===== src/rtl/vram_arbiter.sv =====
// Framebuffer RAM arbiter: VGA display fetch owns active video, two writers share the rest round-robin.
// Build macro VRAM_SHARE_ACTIVE_EN: display reads once per 2**PIX_SHIFT pixels, writers use the other active cycles.
module vram_arbiter #(
  parameter int ADDR_W    = 15,
  parameter int DATA_W    = 8,
  parameter int H_ACTIVE  = 640,
  parameter int V_ACTIVE  = 480,
  parameter int PIX_SHIFT = 2
) (
  input  logic                clk,
  input  logic                rst,
  input  logic [9:0]          x_coord,
  input  logic [9:0]          y_coord,
  input  logic [1:0]          wr_req,
  input  logic [2*ADDR_W-1:0] wr_addr,
  input  logic [2*DATA_W-1:0] wr_data,
  output logic [1:0]          wr_gnt,
  output logic [ADDR_W-1:0]   ram_addr,
  output logic                ram_we,
  output logic [DATA_W-1:0]   ram_wdata,
  input  logic [DATA_W-1:0]   ram_rdata,
  output logic [DATA_W-1:0]   pixel_data,
  output logic                pixel_valid,
  output logic                frame_tick
);
  localparam int          FB_W    = H_ACTIVE >> PIX_SHIFT;
  localparam int          FB_H    = V_ACTIVE >> PIX_SHIFT;
  localparam logic [31:0] FB_SIZE = 32'(FB_W * FB_H);
  localparam logic [9:0]  H_ACT_C = 10'(H_ACTIVE);
  localparam logic [9:0]  V_ACT_C = 10'(V_ACTIVE);

  logic              active_s;
  logic              disp_rd_s;
  logic [ADDR_W-1:0] disp_addr_s;
  logic [ADDR_W-1:0] w_addr_s [2];
  logic [DATA_W-1:0] w_data_s [2];
  logic [1:0]        in_range_s;

  logic              ptr_q, ptr_d;
  logic              act_d1_q, rd_d1_q;
  logic [DATA_W-1:0] pix_q, pix_d;
  logic              pix_valid_q;
  logic              frame_tick_q;

  assign active_s    = (x_coord < H_ACT_C) && (y_coord < V_ACT_C);
  assign disp_addr_s = ADDR_W'(32'(y_coord >> PIX_SHIFT) * 32'(FB_W) + 32'(x_coord >> PIX_SHIFT));

`ifdef VRAM_SHARE_ACTIVE_EN
  assign disp_rd_s = active_s && (x_coord[PIX_SHIFT-1:0] == '0);
`else
  assign disp_rd_s = active_s;
`endif

  // Unpack writer buses; out-of-range writes are still granted but never reach the RAM.
  always_comb begin
    for (int i = 0; i < 2; i++) begin
      w_addr_s[i]   = wr_addr[i*ADDR_W +: ADDR_W];
      w_data_s[i]   = wr_data[i*DATA_W +: DATA_W];
      in_range_s[i] = (32'(w_addr_s[i]) < FB_SIZE);
    end
  end

  // Slot arbitration and RAM port mux.
  always_comb begin
    wr_gnt    = 2'b00;
    ram_we    = 1'b0;
    ram_addr  = disp_addr_s;
    ram_wdata = '0;
    ptr_d     = ptr_q;
    if (rst || disp_rd_s) begin
      wr_gnt = 2'b00;
    end else begin
      case (wr_req)
        2'b01:   wr_gnt = 2'b01;
        2'b10:   wr_gnt = 2'b10;
        2'b11:   wr_gnt = ptr_q ? 2'b10 : 2'b01;
        default: wr_gnt = 2'b00;
      endcase
      if (wr_gnt[0]) begin
        ram_addr  = w_addr_s[0];
        ram_wdata = w_data_s[0];
        ram_we    = in_range_s[0];
        ptr_d     = 1'b1;
      end else if (wr_gnt[1]) begin
        ram_addr  = w_addr_s[1];
        ram_wdata = w_data_s[1];
        ram_we    = in_range_s[1];
        ptr_d     = 1'b0;
      end else begin
        ptr_d = ptr_q;
      end
    end
  end

  // Stage-2 pixel: fresh RAM data after a read, hold between reads inside active video, zero in blanking.
  always_comb begin
    pix_d = '0;
    if (rd_d1_q) begin
      pix_d = ram_rdata;
    end else if (act_d1_q) begin
      pix_d = pix_q;
    end else begin
      pix_d = '0;
    end
  end

  // Round-robin pointer, pixel pipeline and frame tick registers.
  always_ff @(posedge clk) begin
    if (rst) begin
      ptr_q        <= 1'b0;
      act_d1_q     <= 1'b0;
      rd_d1_q      <= 1'b0;
      pix_q        <= '0;
      pix_valid_q  <= 1'b0;
      frame_tick_q <= 1'b0;
    end else begin
      ptr_q        <= ptr_d;
      act_d1_q     <= active_s;
      rd_d1_q      <= disp_rd_s;
      pix_q        <= pix_d;
      pix_valid_q  <= act_d1_q;
      frame_tick_q <= (y_coord == V_ACT_C) && (x_coord == 10'd0);
    end
  end

  assign pixel_data  = pix_q;
  assign pixel_valid = pix_valid_q;
  assign frame_tick  = frame_tick_q;

endmodule


===== config.mk =====
export PLATFORM = sky130hd
export DESIGN_NAME = vram_arbiter
export DESIGN_NICKNAME = d
export VERILOG_FILES = /design/src/rtl/vram_arbiter.sv
export SDC_FILE = /design/constraint.sdc
export NUM_CORES = 1
export LEC_CHECK = 0
export CELL_PAD_IN_SITES_DETAIL_PLACEMENT = 1
export CELL_PAD_IN_SITES_GLOBAL_PLACEMENT = 1
export CORE_AREA = 2 2 88 90
export CTS_CLUSTER_SIZE = 28
export DETAILED_ROUTE_END_ITERATION = 16
export DIE_AREA = 0 0 90 92
export PLACE_DENSITY_LB_ADDON = 0.1
export SLEW_MARGIN = 20
export SYNTH_ARGS = -nofsm -noshare
export SYNTH_HDL_FRONTEND = slang
export SYNTH_SLANG_ARGS = --single-unit

===== constraint.sdc =====
create_clock -name clk -period 3.7 [get_ports clk]
set_input_delay 0.74 -clock clk [delete_from_list [all_inputs] [get_ports clk]]
set_output_delay 0.74 -clock clk [all_outputs]
set_load 0.03 [all_outputs]

==> flow_summary.ini, run 1 <==
[outcome]
status = complete, but fails checks
violations = setup timing

[final_layout]
drive_above_1_share = 0.349
final_nets = 417
utilization = 0.419
final_area_um2 = 3120
syn2layout_area_growth_pct = 129
diodes = 0

[place]
port_buffers = 113
dp_hpwl_um = 5430
gp_congestion = 0.774
placed_area_um2 = 2830

[clocking]
tritoncts = done
clkLatencyLatePin_ps = 240
clkSinkCount = 12
numCtsBuffers = 3
root_buffer = clkbuf_8
htreeDepth = 1
cts.path.max_buffers = 2
path_clk_slew_ps = 50

[yosys]
synth_most_common_cell = inv_1
seq_area_frac_synth = 0.177
muxShareOfSynthArea = 0
async_flop_share = 0
synth.largest_area_cell = dfxtp_1
synth_flop_cell = dfxtp_1
synth_xor_area_frac = 0.0645
synthAdderAreaFrac = 0.168
synth.top_cell.area_share = 0.177
syn_inst = 165
synth_edf_count = 0
synth-simple-area-share = 0.214
synth_top_family_by_area = compound AO/OA/AOI/OAI gates
avgSynthCellArea_um2 = 8.24
synth-compound-area-share = 0.299
yosys-top-cells-area = dfxtp_1 18%, ha_1 14%, a22o_1 5.8%, a222oi_1 5.2%, and2_1 5.1%
synth_common_cells = 16 x inv_1, 15 x ha_1, 12 x dfxtp_1
synth_fp_nets = 260
syn-cell-area_um2 = 1360
synth-seq-cells = 12
yosysWarnings = 0
synth.distinct_cells = 46

[critical_path]
rrSetupSlack_ps = 2560
start_kind = primary input
critPathCaptureType = primary output
worstPathMaxFanout = 3
cp_data_required_time_ps = 2960
arrival_ps = 3030
worstSetupPathType = in2out

[detailed_routing]
drt_iter0_drc = 42
routed-via-count = 1886
route.antenna.remaining_nets = 0
post-route-drc-count = 0
wl_per_cell_um = 14.9
drt_pre_antenna_iters = 4
wl_um = 6320
viasPerCell = 4.46

[global_routing]
met1_usage = 0.182
overflow = 0
first_global_vias = 2045
grtUsageTotal = 0.149
grt_max_degree = 10
grt_pass1_wl_um = 10200
gr-usage-met2 = 0.277
antenna_found_initial = 0
busiest_layer = met2
met3_usage = 0.0353

[timing]
setup_viol = 1
max_slew_margin = 0.683
fin_crit_sh = 1.02
worst_pin_slew_ps = 475
fmax_mhz = 265
finalHoldViolations = 0
rsz0062_at_grt = true
fin_ws_ps = -69.2
slew_viol_final = 0
fin_crit_ps = 3770
worst_clock_skew_ps = 0.849

[die]
die_h_um = 92
coreArea_um2 = 7450
io_pins = 114
die_x_um = 90
rows = 32
fp.dieArea_um2 = 8280
initial_core_util = 0.182

[power_and_ir_drop]
powerDensity_nw_per_um2 = 264
vdd_drop_max_v = 0.000114
p_leak_uw = 0.00132

[flow_run]
max_cap_viol_count = 0

[min_path]
hold_path.class = reg2reg
[layer usage]
metal / vias to the layer above / share of wire
met3: 0 / 0.069
met1: 877 / 0.44
met2: 75 / 0.49
met4: 0 / 0
met5: - / 0
li1: 934 / -
[cells by family after synthesis]
kind of cell	after synthesis
buf+inv	23
xor+xnor	10
flops	12
compound gates	51
fa+ha+maj	17
simple gates	52
[through the flow]
step / hold WS (ps) / cells / TNS [ps] / worst slack, ps / power, µW
2_1_floorplan: 472 / 165 / 0 / 13.7 / 375
3_3_place_gp: 492 / 416 / -1860 / -548 / 630
3_5_place_dp: 503 / 416 / -2070 / -602 / 634
4_1_cts: 516 / 423 / -205 / -180 / 815
5_1_grt: 545 / 423 / -324 / -219 / 878
6_report: 512 / 423 / -69.2 / -69.2 / 822
[what timing repair did]
action | 4_1_cts | 5_1_grt
hold buffers | 0 | 0
pin swaps | 13 | 11
gates resized for setup | 47 | 17
setup buffers | 3 | 0
setup endpoints to repair | 9 | 8
[registers in the layout, summed over array words and instances (netlist names)]
name,flops
frame_tick,1
pixel_valid,1
pixel_data,8
rd_d1_q,1
ptr_q,1
[critical path, stage by stage]
cell,delay (ps)
buf_8,100
ha_4,230
ha_4,160
inv_2,50
fa_2,440
nand3b_1,240
a2111oi_4,430
nand3_1,150
xor2_1,170
a22o_1,190
buf_6,140
[placed cells by master, fill, tap and decap left out, types with 6 or more instances in the layout]
cell type,synthesis,final
a222oi_1,7,7
a22o_1,9,9
a22oi_1,7,7
and2_1,11,10
buf_4,0,71
clkdlybuf4s50_1,0,79
dfxtp_1,12,12
ha_4,0,10
inv_1,16,15
nand2_1,6,6
nor2_1,8,8
o21ai_1,6,6
[power breakdown]
part,switching (µW),internal (µW),total [µW],leakage [µW]
logic,261,286,547,0.00119
clock network,46.4,93.8,140,0.0000288
registers,1.48,133,135,0.0000976
[final cells by class]
class / instances / area, µm²
Clock buffer: 4 / 55.1
Fill cell: 874 / 4330
Inverter: 16 / 60.1
Multi-Input combinational cell: 130 / 1230
Sequential cell: 12 / 240
Tap cell: 102 / 128
Timing Repair Buffer: 159 / 1400
[worst paths after layout]
kind                                            to          startpoint  cells past startpoint
worst min-delay path            ptr_q$_SDFFE_PP0P_  ptr_q$_SDFFE_PP0P_                      1
worst max register to register  ptr_q$_SDFFE_PP0P_  ptr_q$_SDFFE_PP0P_                      5
worst min register to register  ptr_q$_SDFFE_PP0P_  ptr_q$_SDFFE_PP0P_                      1
worst max-delay path                  ram_addr[14]          y_coord[5]                     11
Power figures use the tool's default switching activity.
==> run 2, diff against run 1 <==
Settings changed: GPL_ROUTABILITY_DRIVEN set to 0.
==> results of run 2 <==
The final DEF is identical to that of run 1; final timing and power are the same.
==> run 3, diff against run 2 <==
Settings changed: ABC_CLOCK_PERIOD_IN_PS set to 3900, CORE_AREA 2 2 88 90 to 2 2 84 86, DIE_AREA 0 0 90 92 to 0 0 86 88, GPL_TIMING_DRIVEN set to 0.
Clock period 3.7 ns to 3.9 ns, I/O delays scaled along.
==> flow_summary.ini, run 3 (synthesis gave the netlist of run 1 again) <==
[outcome]
status = finished clean

[die]
io_pins = 114
die_x_um = 86
initial_core_util = 0.205
fp.dieArea_um2 = 7570
rows = 30
die_h_um = 88
coreArea_um2 = 6640

[power_and_ir_drop]
powerDensity_nw_per_um2 = 243
vdd_drop_max_v = 0.000142
p_leak_uw = 0.00118
power_uw = 682

[timing]
worst_pin_slew_ps = 782
fin_ws_ps = 1.42
slew_viol_final = 0
fmax_mhz = 257
worst_clock_skew_ps = 1.02
fin_crit_sh = 1.00
fin_tns_setup_ps = 0
finalHoldViolations = 0
fin_crit_ps = 3900
max_slew_margin = 0.475
rsz0062_at_grt = true
setup_viol = 0

[final_layout]
largest_register_ffs = 8
final_nets = 386
final_area_um2 = 2810
mostFrequentLayoutCell = clkdlybuf4s50_1
syn2layout_area_growth_pct = 106
mostFrequentLayoutCells = 79 x clkdlybuf4s50_1, 14 x inv_1, 14 x dlygate4sd2_1
diodes = 0
utilization = 0.422
drive_above_1_share = 0.180

[min_path]
holdPathEnd = ptr_q$_SDFFE_PP0P_
hold_path.class = reg2reg
min_from = ptr_q$_SDFFE_PP0P_
min_path_cells = 1

[global_routing]
overflow = 0
first_global_vias = 1895
grtUsageTotal = 0.151
grt_pass1_wl_um = 9190
antenna_found_initial = 0
grt_max_degree = 11

[place]
placed_area_um2 = 2590
dp_hpwl_um = 5030
dp_slack_ps = -1110
port_buffers = 113

[critical_path]
regToRegEndpoint = ptr_q$_SDFFE_PP0P_
start_kind = primary input
rrSetupSlack_ps = 2620
cp_data_required_time_ps = 3120
cp-startpoint = y_coord[5]
worstPathMaxFanout = 3
critPathCaptureType = primary output
arrival_ps = 3120
worstSetupPathType = in2out
ff2ff_path_depth = 5
r2r-start = ptr_q$_SDFFE_PP0P_

[clocking]
cts.path.max_buffers = 2
path_clk_slew_ps = 50
ctsHoldBuffers = 0
htreeDepth = 1
numCtsBuffers = 3
clkSinkCount = 12
clkLatencyLatePin_ps = 230
root_buffer = clkbuf_8
tritoncts = done

[detailed_routing]
drt_iter0_drc = 79
viasPerCell = 4.79
drt_pre_antenna_iters = 6
wl_um = 6090
wl_per_cell_um = 16.5
route.antenna.remaining_nets = 0
post-route-drc-count = 0
routed-via-count = 1769

[flow_run]
max_cap_viol_count = 0
## run 3: worst max-delay path, stage by stage
cell       delay [ps]
buf_8             100
ha_4              230
ha_4              160
inv_2              50
fa_2              450
nand4b_1          280
a2111oi_4         380
nand3_1           140
xor2_1            180
a22o_1            210
buf_6             140
## run 3: worst max-delay path by stage
stage,endpoint,slack (ps),cells past startpoint
6_report,ram_addr[14],1,11
5_1_grt,ram_addr[14],-80,11
4_1_cts,ram_addr[14],-170,11
3_5_place_dp,ram_addr[14],-1110,11
3_3_place_gp,ram_addr[14],-1090,11
2_1_floorplan,ram_addr[14],130,9
## run 3: layout make-up
cell class,count,area [µm²]
Sequential cell,12,240
Multi-Input combinational cell,130,1140
Inverter,16,60.1
Fill cell,766,3840
Tap cell,80,100
Timing Repair Buffer,121,1170
Clock buffer,3,41.3
Buffer,7,51.3
## run 3: power breakdown
part | total (µW) | switching, µW | internal (µW)
Sequential | 128 | 1.51 | 127
Clock | 106 | 38.8 | 67.5
Combinational | 448 | 229 | 219
## run 3: repair_timing
| action | 4_1_cts | 5_1_grt |
|---|---|---|
| gates resized for setup | 82 | 32 |
| pin swaps | 6 | 11 |
| buffers inserted | 3 | 5 |
| setup endpoints to repair | 26 | 23 |
## run 3: per-layer routing
metal / wire length, µm / global-route usage / part of all wire / vias up
li1: - / - / - / 869
met1: 2490 / 0.176 / 0.41 / 828
met2: 3210 / 0.290 / 0.53 / 64
met3: 291 / 0.0179 / 0.048 / 8
met4: 97 / 0.0390 / 0.016 / 0
met5: 0 / 0 / 0 / -
## run 3: through the flow
stage,cells,hold WS [ps]
after floorplan,165,472
after global placement,358,491
after detailed placement,358,509
after CTS,364,519
after global routing,369,568
final,369,520
